**src/rtl/cache_pkg.sv**
```systemverilog
// Constants and state encoding for the cache miss-fill path. The cache and the
// memory arbiter import the same definitions.
package cache_pkg;
  localparam int ADDR_W          = 16;
  localparam int DATA_W          = 16;
  localparam int BLOCK_BYTES     = 16;
  localparam int WORDS_PER_BLOCK = BLOCK_BYTES / 2;
  localparam int MEM_LATENCY     = 4;
  localparam int CNT_W           = $clog2(WORDS_PER_BLOCK) + 1;

  typedef enum logic [1:0] {
    DRAIN = 2'd0,
    IDLE  = 2'd1,
    FILL  = 2'd2
  } fill_state_t;

  // Byte address of word idx inside the block at base. The sum wraps modulo 2^ADDR_W.
  function automatic logic [ADDR_W-1:0] word_addr(input logic [ADDR_W-1:0] base,
                                                  input logic [CNT_W-1:0]  idx);
    logic [ADDR_W-1:0] off;
    off = '0;
    off[CNT_W:1] = idx;
    return base + off;
  endfunction
endpackage

```
**src/rtl/fill_counter.sv**
```systemverilog
// Loadable counter with enable and a terminal-count flag. It counts up by default,
// and counts down when DOWN is set.
module fill_counter #(
  parameter int           W       = 4,
  parameter logic [W-1:0] RST_VAL = '0,
  parameter logic [W-1:0] TC_VAL  = '0,
  parameter bit           DOWN    = 1'b0
) (
  input  logic         clk,
  input  logic         rst,
  input  logic         load,
  input  logic [W-1:0] load_val,
  input  logic         en,
  output logic [W-1:0] q,
  output logic         tc
);
  always_ff @(posedge clk or negedge rst) begin
    if (!rst)      q <= RST_VAL;
    else if (load) q <= load_val;
    else if (en)   q <= DOWN ? q - 1'b1 : q + 1'b1;
  end

  assign tc = (q == TC_VAL);
endmodule

```
**src/rtl/cache_fill_fsm.sv**
```systemverilog
// Miss-fill controller. It fetches one 16-byte block as 8 word reads, streams the
// returned words into the data array, and commits the tag with the last word.
//   state | meaning
//   DRAIN | after reset, swallow responses to requests issued before the reset
//   IDLE  | wait for a miss
//   FILL  | issue reads and write back returned words
module cache_fill_fsm
  import cache_pkg::*;
(
  input  logic              clk,
  input  logic              rst,
  input  logic              miss_detected,
  input  logic [ADDR_W-1:0] miss_address,
  input  logic              mem_grant,
  input  logic              memory_data_valid,
  input  logic [DATA_W-1:0] memory_data_in,
  output logic              fsm_busy,
  output logic              memory_read_req,
  output logic [ADDR_W-1:0] memory_address,
  output logic              write_data_array,
  output logic              write_tag_array,
  output logic [ADDR_W-1:0] fill_addr,
  output logic [DATA_W-1:0] fill_data
);
  fill_state_t       state, state_nxt;
  logic [ADDR_W-1:0] base;
  logic [CNT_W-1:0]  issue_cnt, recv_cnt, drain_cnt;
  logic              issue_done, recv_last, drain_last;
  logic              in_fill, start, issue_en, accept;

  assign in_fill  = (state == FILL);
  assign start    = (state == IDLE) && miss_detected;
  assign issue_en = in_fill && !issue_done && mem_grant;
  // A word is accepted only if it answers a request. Anything else is dropped.
  assign accept   = in_fill && memory_data_valid && (recv_cnt < issue_cnt);

  fill_counter #(.W(CNT_W), .RST_VAL('0), .TC_VAL(CNT_W'(WORDS_PER_BLOCK)), .DOWN(1'b0))
    u_issue (.clk(clk), .rst(rst), .load(start), .load_val('0), .en(issue_en),
             .q(issue_cnt), .tc(issue_done));

  fill_counter #(.W(CNT_W), .RST_VAL('0), .TC_VAL(CNT_W'(WORDS_PER_BLOCK - 1)), .DOWN(1'b0))
    u_recv (.clk(clk), .rst(rst), .load(start), .load_val('0), .en(accept),
            .q(recv_cnt), .tc(recv_last));

  fill_counter #(.W(CNT_W), .RST_VAL(CNT_W'(MEM_LATENCY)), .TC_VAL(CNT_W'(1)), .DOWN(1'b1))
    u_drain (.clk(clk), .rst(rst), .load(1'b0), .load_val('0), .en(state == DRAIN),
             .q(drain_cnt), .tc(drain_last));

  always_comb begin
    state_nxt = state;
    case (state)
      DRAIN:   if (drain_last) state_nxt = IDLE;
      IDLE:    if (miss_detected) state_nxt = FILL;
      FILL:    if (accept && recv_last) state_nxt = IDLE;
      default: state_nxt = DRAIN;
    endcase
  end

  always_ff @(posedge clk or negedge rst) begin
    if (!rst) begin
      state <= DRAIN;
      base  <= '0;
    end else begin
      state <= state_nxt;
      if (start) base <= {miss_address[ADDR_W-1:4], 4'h0};
    end
  end

  // Outputs are combinational, so they are forced to zero while reset is held.
  always_comb begin
    fsm_busy         = 1'b0;
    memory_read_req  = 1'b0;
    memory_address   = '0;
    write_data_array = 1'b0;
    write_tag_array  = 1'b0;
    fill_addr        = '0;
    fill_data        = '0;
    if (rst) begin
      fsm_busy         = in_fill;
      memory_read_req  = in_fill && !issue_done;
      memory_address   = in_fill ? word_addr(base, issue_cnt) : '0;
      write_data_array = accept;
      write_tag_array  = accept && recv_last;
      fill_addr        = in_fill ? word_addr(base, recv_cnt) : miss_address;
      fill_data        = memory_data_in;
    end
  end

  a_no_unrequested_word: assert property (@(posedge clk) disable iff (!rst)
    !(in_fill && memory_data_valid && (recv_cnt >= issue_cnt)));

  a_drain_nonzero: assert property (@(posedge clk) disable iff (!rst)
    (state == DRAIN) |-> (drain_cnt != '0));
endmodule

```
**config.mk**
```make
export PLATFORM = sky130hd
export DESIGN_NAME = cache_fill_fsm
export DESIGN_NICKNAME = d
export VERILOG_FILES = /design/src/rtl/cache_pkg.sv /design/src/rtl/fill_counter.sv /design/src/rtl/cache_fill_fsm.sv
export SDC_FILE = /design/constraint.sdc
export NUM_CORES = 1
export LEC_CHECK = 0
export CAP_MARGIN = 20
export CORE_UTILIZATION = 43
export DETAILED_ROUTE_END_ITERATION = 8
export PLACE_DENSITY = 0.88
export SLEW_MARGIN = 20
export SYNTH_ARGS = -nofsm -noshare
export SYNTH_HDL_FRONTEND = slang
export SYNTH_SLANG_ARGS = --single-unit
export TNS_END_PERCENT = 10
```
**constraint.sdc**
```tcl
create_clock -name clk -period 2.38 [get_ports clk]
set_input_delay 0.476 -clock clk [delete_from_list [all_inputs] [get_ports clk]]
set_output_delay 0.476 -clock clk [all_outputs]
set_load 0.02 [all_outputs]
```
==> reports/summary.txt, run 1 <==
Die Width = 71.6 µm
warning count from the yosys run = 0
worst setup path class = register to output port
FMAX = 427 MHz
Syn Area/Cell = 7.75 µm²
clk sink count = 26
Post-Route WL = 5920 µm
root cell of the clock tree = clkbuf_8
Final #Nets = 417
gpl congestion = 0.803
Logic pwr share = 0.566
r2r setup slk = 0.53 ns
Worst Reg2Reg Path Length in Cells = 7
required time reported for the critical path endpoint = 1.90 ns
count of hold buffers inserted by post-cts repair = 0
number of antenna violations at the first check in global routing = 0
source-to-sink clock delay at the later pin of the worst-skew pair = 0.28 ns
initial detailed-routing violation count = 121
number of CTS-inserted buffers = 3
Layout fillers = 369
setup repair after global routing missed its margin = true
number of instances in the synthesized netlist = 269
Synth Net Count = 318
clock tree from TritonCTS = done
Diodes inserted = 0
routed length per instance = 14.1 µm
Leak Pwr = 1.49 nW
Reg2Reg Launch Point = u_issue.q[1]
Synth area leader = dfrtp_1
Hold Crit Class = primary input to asynchronous set/reset pin
Hold Fails Final Rpt = 0
area after detailed placement = 3110 µm²
Internal = 0.00154 W
NetSw = 0.00118 W
row count = 24
post-route cell area = 3100 µm²
portion of total power attributed to sequential cells = 0.296
number of maximum-capacitance constraint violations = 0
relative area change from synthesis to final layout = 48.9%
Critical R2R Capture = state[0]
total global routing overflow = 0
headroom to the max-slew limit = 0.587
Buffers on Ports = 87
kind of end point of the critical path = output port
Critical Path Fanout Max = 5
io pins = 89
Clk pin slew, worst setup/hold paths = 0.10 ns
Vert. Die Dim = 71.6 µm
pin count of the biggest net entering global routing = 40
total global-route track usage = 0.242
sum of internal, switching and leakage power = 0.00271 W
count of endpoints failing setup in the final report = 0
routed via count = 2183
area of the die = 5130 µm²
slew of the pin with the lowest slew margin = 0.618 ns
total of flip-flops plus latches after synthesis = 26
setup TNS = 0 ns
maximum clock path buffer count = 2
share of the synthesized area in the top cell type = 0.300
number of gates given a new drive strength after cts = 48
part of the Yosys area used for sequential elements = 0.313
antenna-violating nets left = 0
final standard cell utilization of the core = 0.689
initial core utilization = 0.463
total core area = 4500 µm²
drt via density = 5.21
DRC violation count after routing = 0
Switching Share = 0.434
Inst Count DP = 415
outcome = completed
Pwr Density = 875 nW/µm²
proportion of layout cells with a drive suffix above 1 = 0.150
vias in the first global route = 2181
total iterations of the first detailed-routing run = 4
number of H-tree levels = 1
clock network fraction of design power = 0.139
post-synthesis cell area = 2080 µm²
final worst path period share = 0.985
final max-slew violation count = 0
unique cell type count in the Yosys netlist = 39
Critical Path Start Type = register
min cycle time layout = 2.34 ns
Max IR drop VDD = 0.478 mV
post-detailed-placement half-perimeter wirelength = 4510 µm
total setup buffers inserted after CTS = 0
Data arrival, critical path = 1.87 ns
final non-filler cell total = 419
wire length of the first global-routing pass = 9890 µm
cell types with the largest area share after synthesis = dfrtp_1 (30%), nand2_1 (11%), ha_1 (7.2%), xor2_1 (7.1%), and2_1 (6.3%)
clock skew after layout = 0.00931 ns
-- layout make-up --
| cell class | count | area (µm²) | share of cell area |
|---|---|---|---|
| multi-input combinational | 216 | 1320 | 0.424 |
| clock buffer | 3 | 41.3 | 0.0133 |
| tap | 52 | 65.1 | 0.0210 |
| inverter | 9 | 33.8 | 0.0109 |
| sequential | 26 | 652 | 0.210 |
| clock inverter | 1 | 30.0 | 0.00968 |
| timing repair buffer | 112 | 965 | 0.311 |
-- power by group through the flow --
stage / registers, W / clock network [W] / logic, W
global placement: 0.000790 / 0 / 0.00154
finish: 0.000802 / 0.000376 / 0.00154
floorplan: 0.000779 / 0 / 0.000973
global route: 0.000826 / 0.000401 / 0.00171
CTS: 0.000798 / 0.000382 / 0.00155
detailed placement: 0.000804 / 0 / 0.00160
-- registers in the layout (all words and copies together) (netlist names) --
| register | cells |
|---|---|
| base | 12 |
| u_drain.q | 4 |
| u_issue.q | 4 |
| u_recv.q | 4 |
| state | 2 |
-- cell usage after synthesis, drive strengths merged --
cell type / instances
a21oi: 7
o211ai: 2
a221oi: 1
or3: 2
nor2b: 1
nor2: 21
inv: 9
nand4: 9
clkbuf: 11
and3b: 1
and2: 21
nor3: 4
ha: 12
o31a: 1
mux2i: 3
and3: 5
dfstp: 1
nand3b: 3
nor3b: 1
buf: 7
or4: 1
dfrtp: 25
nand3: 12
conb: 1
and4: 2
o211a: 3
o2111ai: 1
o21ai: 9
nand2: 61
nand2b: 1
xnor2: 8
xor2: 17
a21boi: 5
and2b: 1
-- worst max-delay path, cell delays in order, from the launching register on --
cell and delay, ns:
dfrtp_1 0.38, ha_2 0.20, ha_2 0.25, nand4_1 0.12, xor2_1 0.16, o21ai_0 0.19
clkdlybuf4s15_2 0.29
-- placed cells by master (no fill, tap or decap), drive strengths merged, types with 11 or more instances in the layout --
master,instances
nand2,61
clkdlybuf4s50,51
buf,29
dfrtp,25
nor2,21
and2,21
xor2,17
clkbuf,17
nand3,12
ha,12
dlygate4sd2,11
-- metrics by stage --
stage,hold WS (ns),worst slack [ns]
3_5_place_dp,0.463,-0.0916
4_1_cts,0.219,0.00293
6_report,0.214,0.0367
3_3_place_gp,0.462,-0.0535
2_1_floorplan,0.180,0.331
5_1_grt,0.232,-0.0772
-- worst max-delay path by stage --
| stage | slack [ns] | end | startpoint |
|---|---|---|---|
| CTS | 0.003 | write_tag_array | u_issue.q[1] |
| detailed placement | -0.09 | fill_addr[13] | u_recv.q[3] |
| global route | -0.08 | fill_addr[14] | u_recv.q[3] |
| floorplan | 0.33 | fill_addr[15] | base[6] |
| global placement | -0.05 | write_tag_array | memory_data_valid |
| finish | 0.04 | fill_addr[14] | u_recv.q[3] |
-- cell families (layout without fill, tap and decap cells) --
family                     Yosys count  count (layout)  synth area share
AOI/OAI and AO/OA                   29              29            0.0930
xor gates and xnor gates            25              25             0.105
adders and majority gates           12              12            0.0720
buffers and inverters               27             125            0.0600
DFF                                 26              26             0.313
muxes                                3               3            0.0144
other                                1               1           0.00180
and+or+nand+nor                    146             146             0.341
-- layer usage --
| layer | global-route usage | vias up | wire (µm) |
|---|---|---|---|
| met3 | 0.0197 | 9 | 306 |
| met2 | 0.428 | 78 | 3020 |
| met5 | 0 | - | 0 |
| li1 | - | 1085 | - |
| met4 | 0.0806 | 0 | 89 |
| met1 | 0.311 | 1011 | 2510 |
Power figures use the tool's default switching activity.
==> inputs of run 2 (changes only) <==
--- a/config.mk
+++ b/config.mk
@@ -5,7 +5,6 @@
 export SDC_FILE = /design/constraint.sdc
 export NUM_CORES = 1
 export LEC_CHECK = 0
-export CAP_MARGIN = 20
 export CORE_UTILIZATION = 43
 export DETAILED_ROUTE_END_ITERATION = 8
 export PLACE_DENSITY = 0.88
==> results of run 2 <==
The final DEF is identical to that of run 1; final timing and power are the same.
==> inputs of run 3 (changes only) <==
--- a/config.mk
+++ b/config.mk
@@ -7,7 +7,7 @@
 export LEC_CHECK = 0
 export CORE_UTILIZATION = 43
 export DETAILED_ROUTE_END_ITERATION = 8
-export PLACE_DENSITY = 0.88
+export PLACE_DENSITY_LB_ADDON = 0.08
 export SLEW_MARGIN = 20
 export SYNTH_ARGS = -nofsm -noshare
 export SYNTH_HDL_FRONTEND = slang
==> run 3 against run 2 <==
Net effect: final cell count decreased by 0.24%; combinational power is essentially flat; via count down 3.0%; final area is 1.0% higher; first-iteration DRC count down 32%.
==> reports/summary.txt, run 3 (synthesized netlist as in run 1, its figures left out) <==
Clk pin slew, worst setup/hold paths = 0.09 ns
initial core utilization = 0.463
root cell of the clock tree = clkbuf_8
final standard cell utilization of the core = 0.696
outcome = completed
drt via density = 5.06
total global routing overflow = 0
maximum clock path buffer count = 2
total iterations of the first detailed-routing run = 4
Post-Route WL = 5530 µm
area of the die = 5130 µm²
io pins = 89
total global-route track usage = 0.226
antenna-violating nets left = 0
Data arrival, critical path = 1.83 ns
r2r setup slk = 0.53 ns
DRC violation count after routing = 0
routed length per instance = 13.2 µm
Vert. Die Dim = 71.6 µm
Inst Count DP = 414
Diodes inserted = 0
proportion of layout cells with a drive suffix above 1 = 0.139
gpl congestion = 0.835
Largest Register = base
number of antenna violations at the first check in global routing = 0
final max-slew violation count = 0
required time reported for the critical path endpoint = 1.90 ns
Reg2Reg Launch Point = u_issue.q[1]
total core area = 4500 µm²
number of CTS-inserted buffers = 3
final worst path period share = 0.970
Critical R2R Capture = state[0]
Final #Nets = 416
Hold Crit Class = primary input to asynchronous set/reset pin
headroom to the max-slew limit = 0.587
setup TNS = 0 ns
Die Width = 71.6 µm
source-to-sink clock delay at the later pin of the worst-skew pair = 0.27 ns
FMAX = 433 MHz
vias in the first global route = 2059
library cell appearing most often on the critical path = nand3_1
Buffers on Ports = 87
Worst Reg2Reg Path Length in Cells = 7
most common cell after layout, fill and taps aside = nand2_1
number of maximum-capacitance constraint violations = 0
relative area change from synthesis to final layout = 50.4%
Hold Fails Final Rpt = 0
Critical Path Fanout Max = 3
row count = 24
kind of end point of the critical path = output port
Critical Path Start Type = register
Max stage delay cell, worst path = or4_1
Pwr Density = 864 nW/µm²
Max IR drop VDD = 0.592 mV
clock skew after layout = 0.00120 ns
slew of the pin with the lowest slew margin = 0.617 ns
cells along the critical path = ha_2 > and2_4 > nand3_1 > or4_1 > nand3_1 > buf_4
setup repair after global routing missed its margin = true
area of all sequential standard cells = 652 µm²
count of endpoints failing setup in the final report = 0
multi-input logic area = 1320 µm²
min cycle time layout = 2.31 ns
clock tree from TritonCTS = done
routed via count = 2117
number of H-tree levels = 1
final non-filler cell total = 418
post-detailed-placement half-perimeter wirelength = 4100 µm
total setup buffers inserted after CTS = 0
pin count of the biggest net entering global routing = 33
Largest register FFs = 12
largest stage delay on the critical path = 0.48 ns
worst setup path class = register to output port
most frequent cells in the layout = nand2_1 (60), clkdlybuf4s50_1 (51), dfrtp_1 (25)
Layout fillers = 393
initial detailed-routing violation count = 82
wire length of the first global-routing pass = 9310 µm
Leak Pwr = 1.56 nW
sum of internal, switching and leakage power = 0.00271 W
clk sink count = 26
## run 3: per-layer routing
metal	GRT usage	share of wire
met4	0.0523	0.0052
met3	0.0197	0.038
met5	0	0
met1	0.282	0.45
met2	0.422	0.50
## run 3: where the power goes
group,internal (W),total [W],switching (W)
clock,0.000225,0.000371,0.000146
sequential,0.000631,0.000789,0.000158
combinational,0.000700,0.00155,0.000849
total,0.00156,0.00271,0.00115
## run 3: how the worst max path moves through the flow
stage / cells after the start / start / slack [ns] / endpoint
after floorplan: 6 / base[6] / 0.33 / fill_addr[15]
after global routing: 6 / u_recv.q[3] / -0.007 / fill_addr[13]
final: 6 / u_recv.q[3] / 0.07 / fill_addr[13]
after CTS: 4 / state[0] / -0.08 / memory_address[4]
after detailed placement: 5 / memory_data_valid / -0.17 / write_tag_array
after global placement: 5 / memory_data_valid / -0.13 / write_tag_array
## run 3: stage by stage
step	setup slack (ns)	hold slack (ns)	cell area, µm²
floorplan	0.331	0.180	2080
global placement	-0.135	0.462	3100
detailed placement	-0.172	0.470	3100
CTS	-0.0840	0.231	3140
global route	-0.00665	0.237	3140
finish	0.0702	0.228	3140
## run 3: layout make-up
type	count	area share
Timing Repair Buffer	111	0.316
Inverter	9	0.0108
Tap cell	52	0.0208
Multi-Input combinational cell	216	0.422
Sequential cell	26	0.208
Clock inverter	1	0.00958
Clock buffer	3	0.0132
## run 3: repair_timing
action                                  in CTS  in global routing
hold buffers                                 0                  0
pin swaps                                    0                  0
endpoints found under the setup margin      33                 23
resized for setup                           42                 35
## run 3: critical path, delay by kind of cell (launching register included)
kind | cells | cell delay (ns)
buffers and inverters | 1 | 0.14
and+or+nand+nor | 4 | 0.84
DFF | 1 | 0.37
adders and majority gates | 1 | 0.21
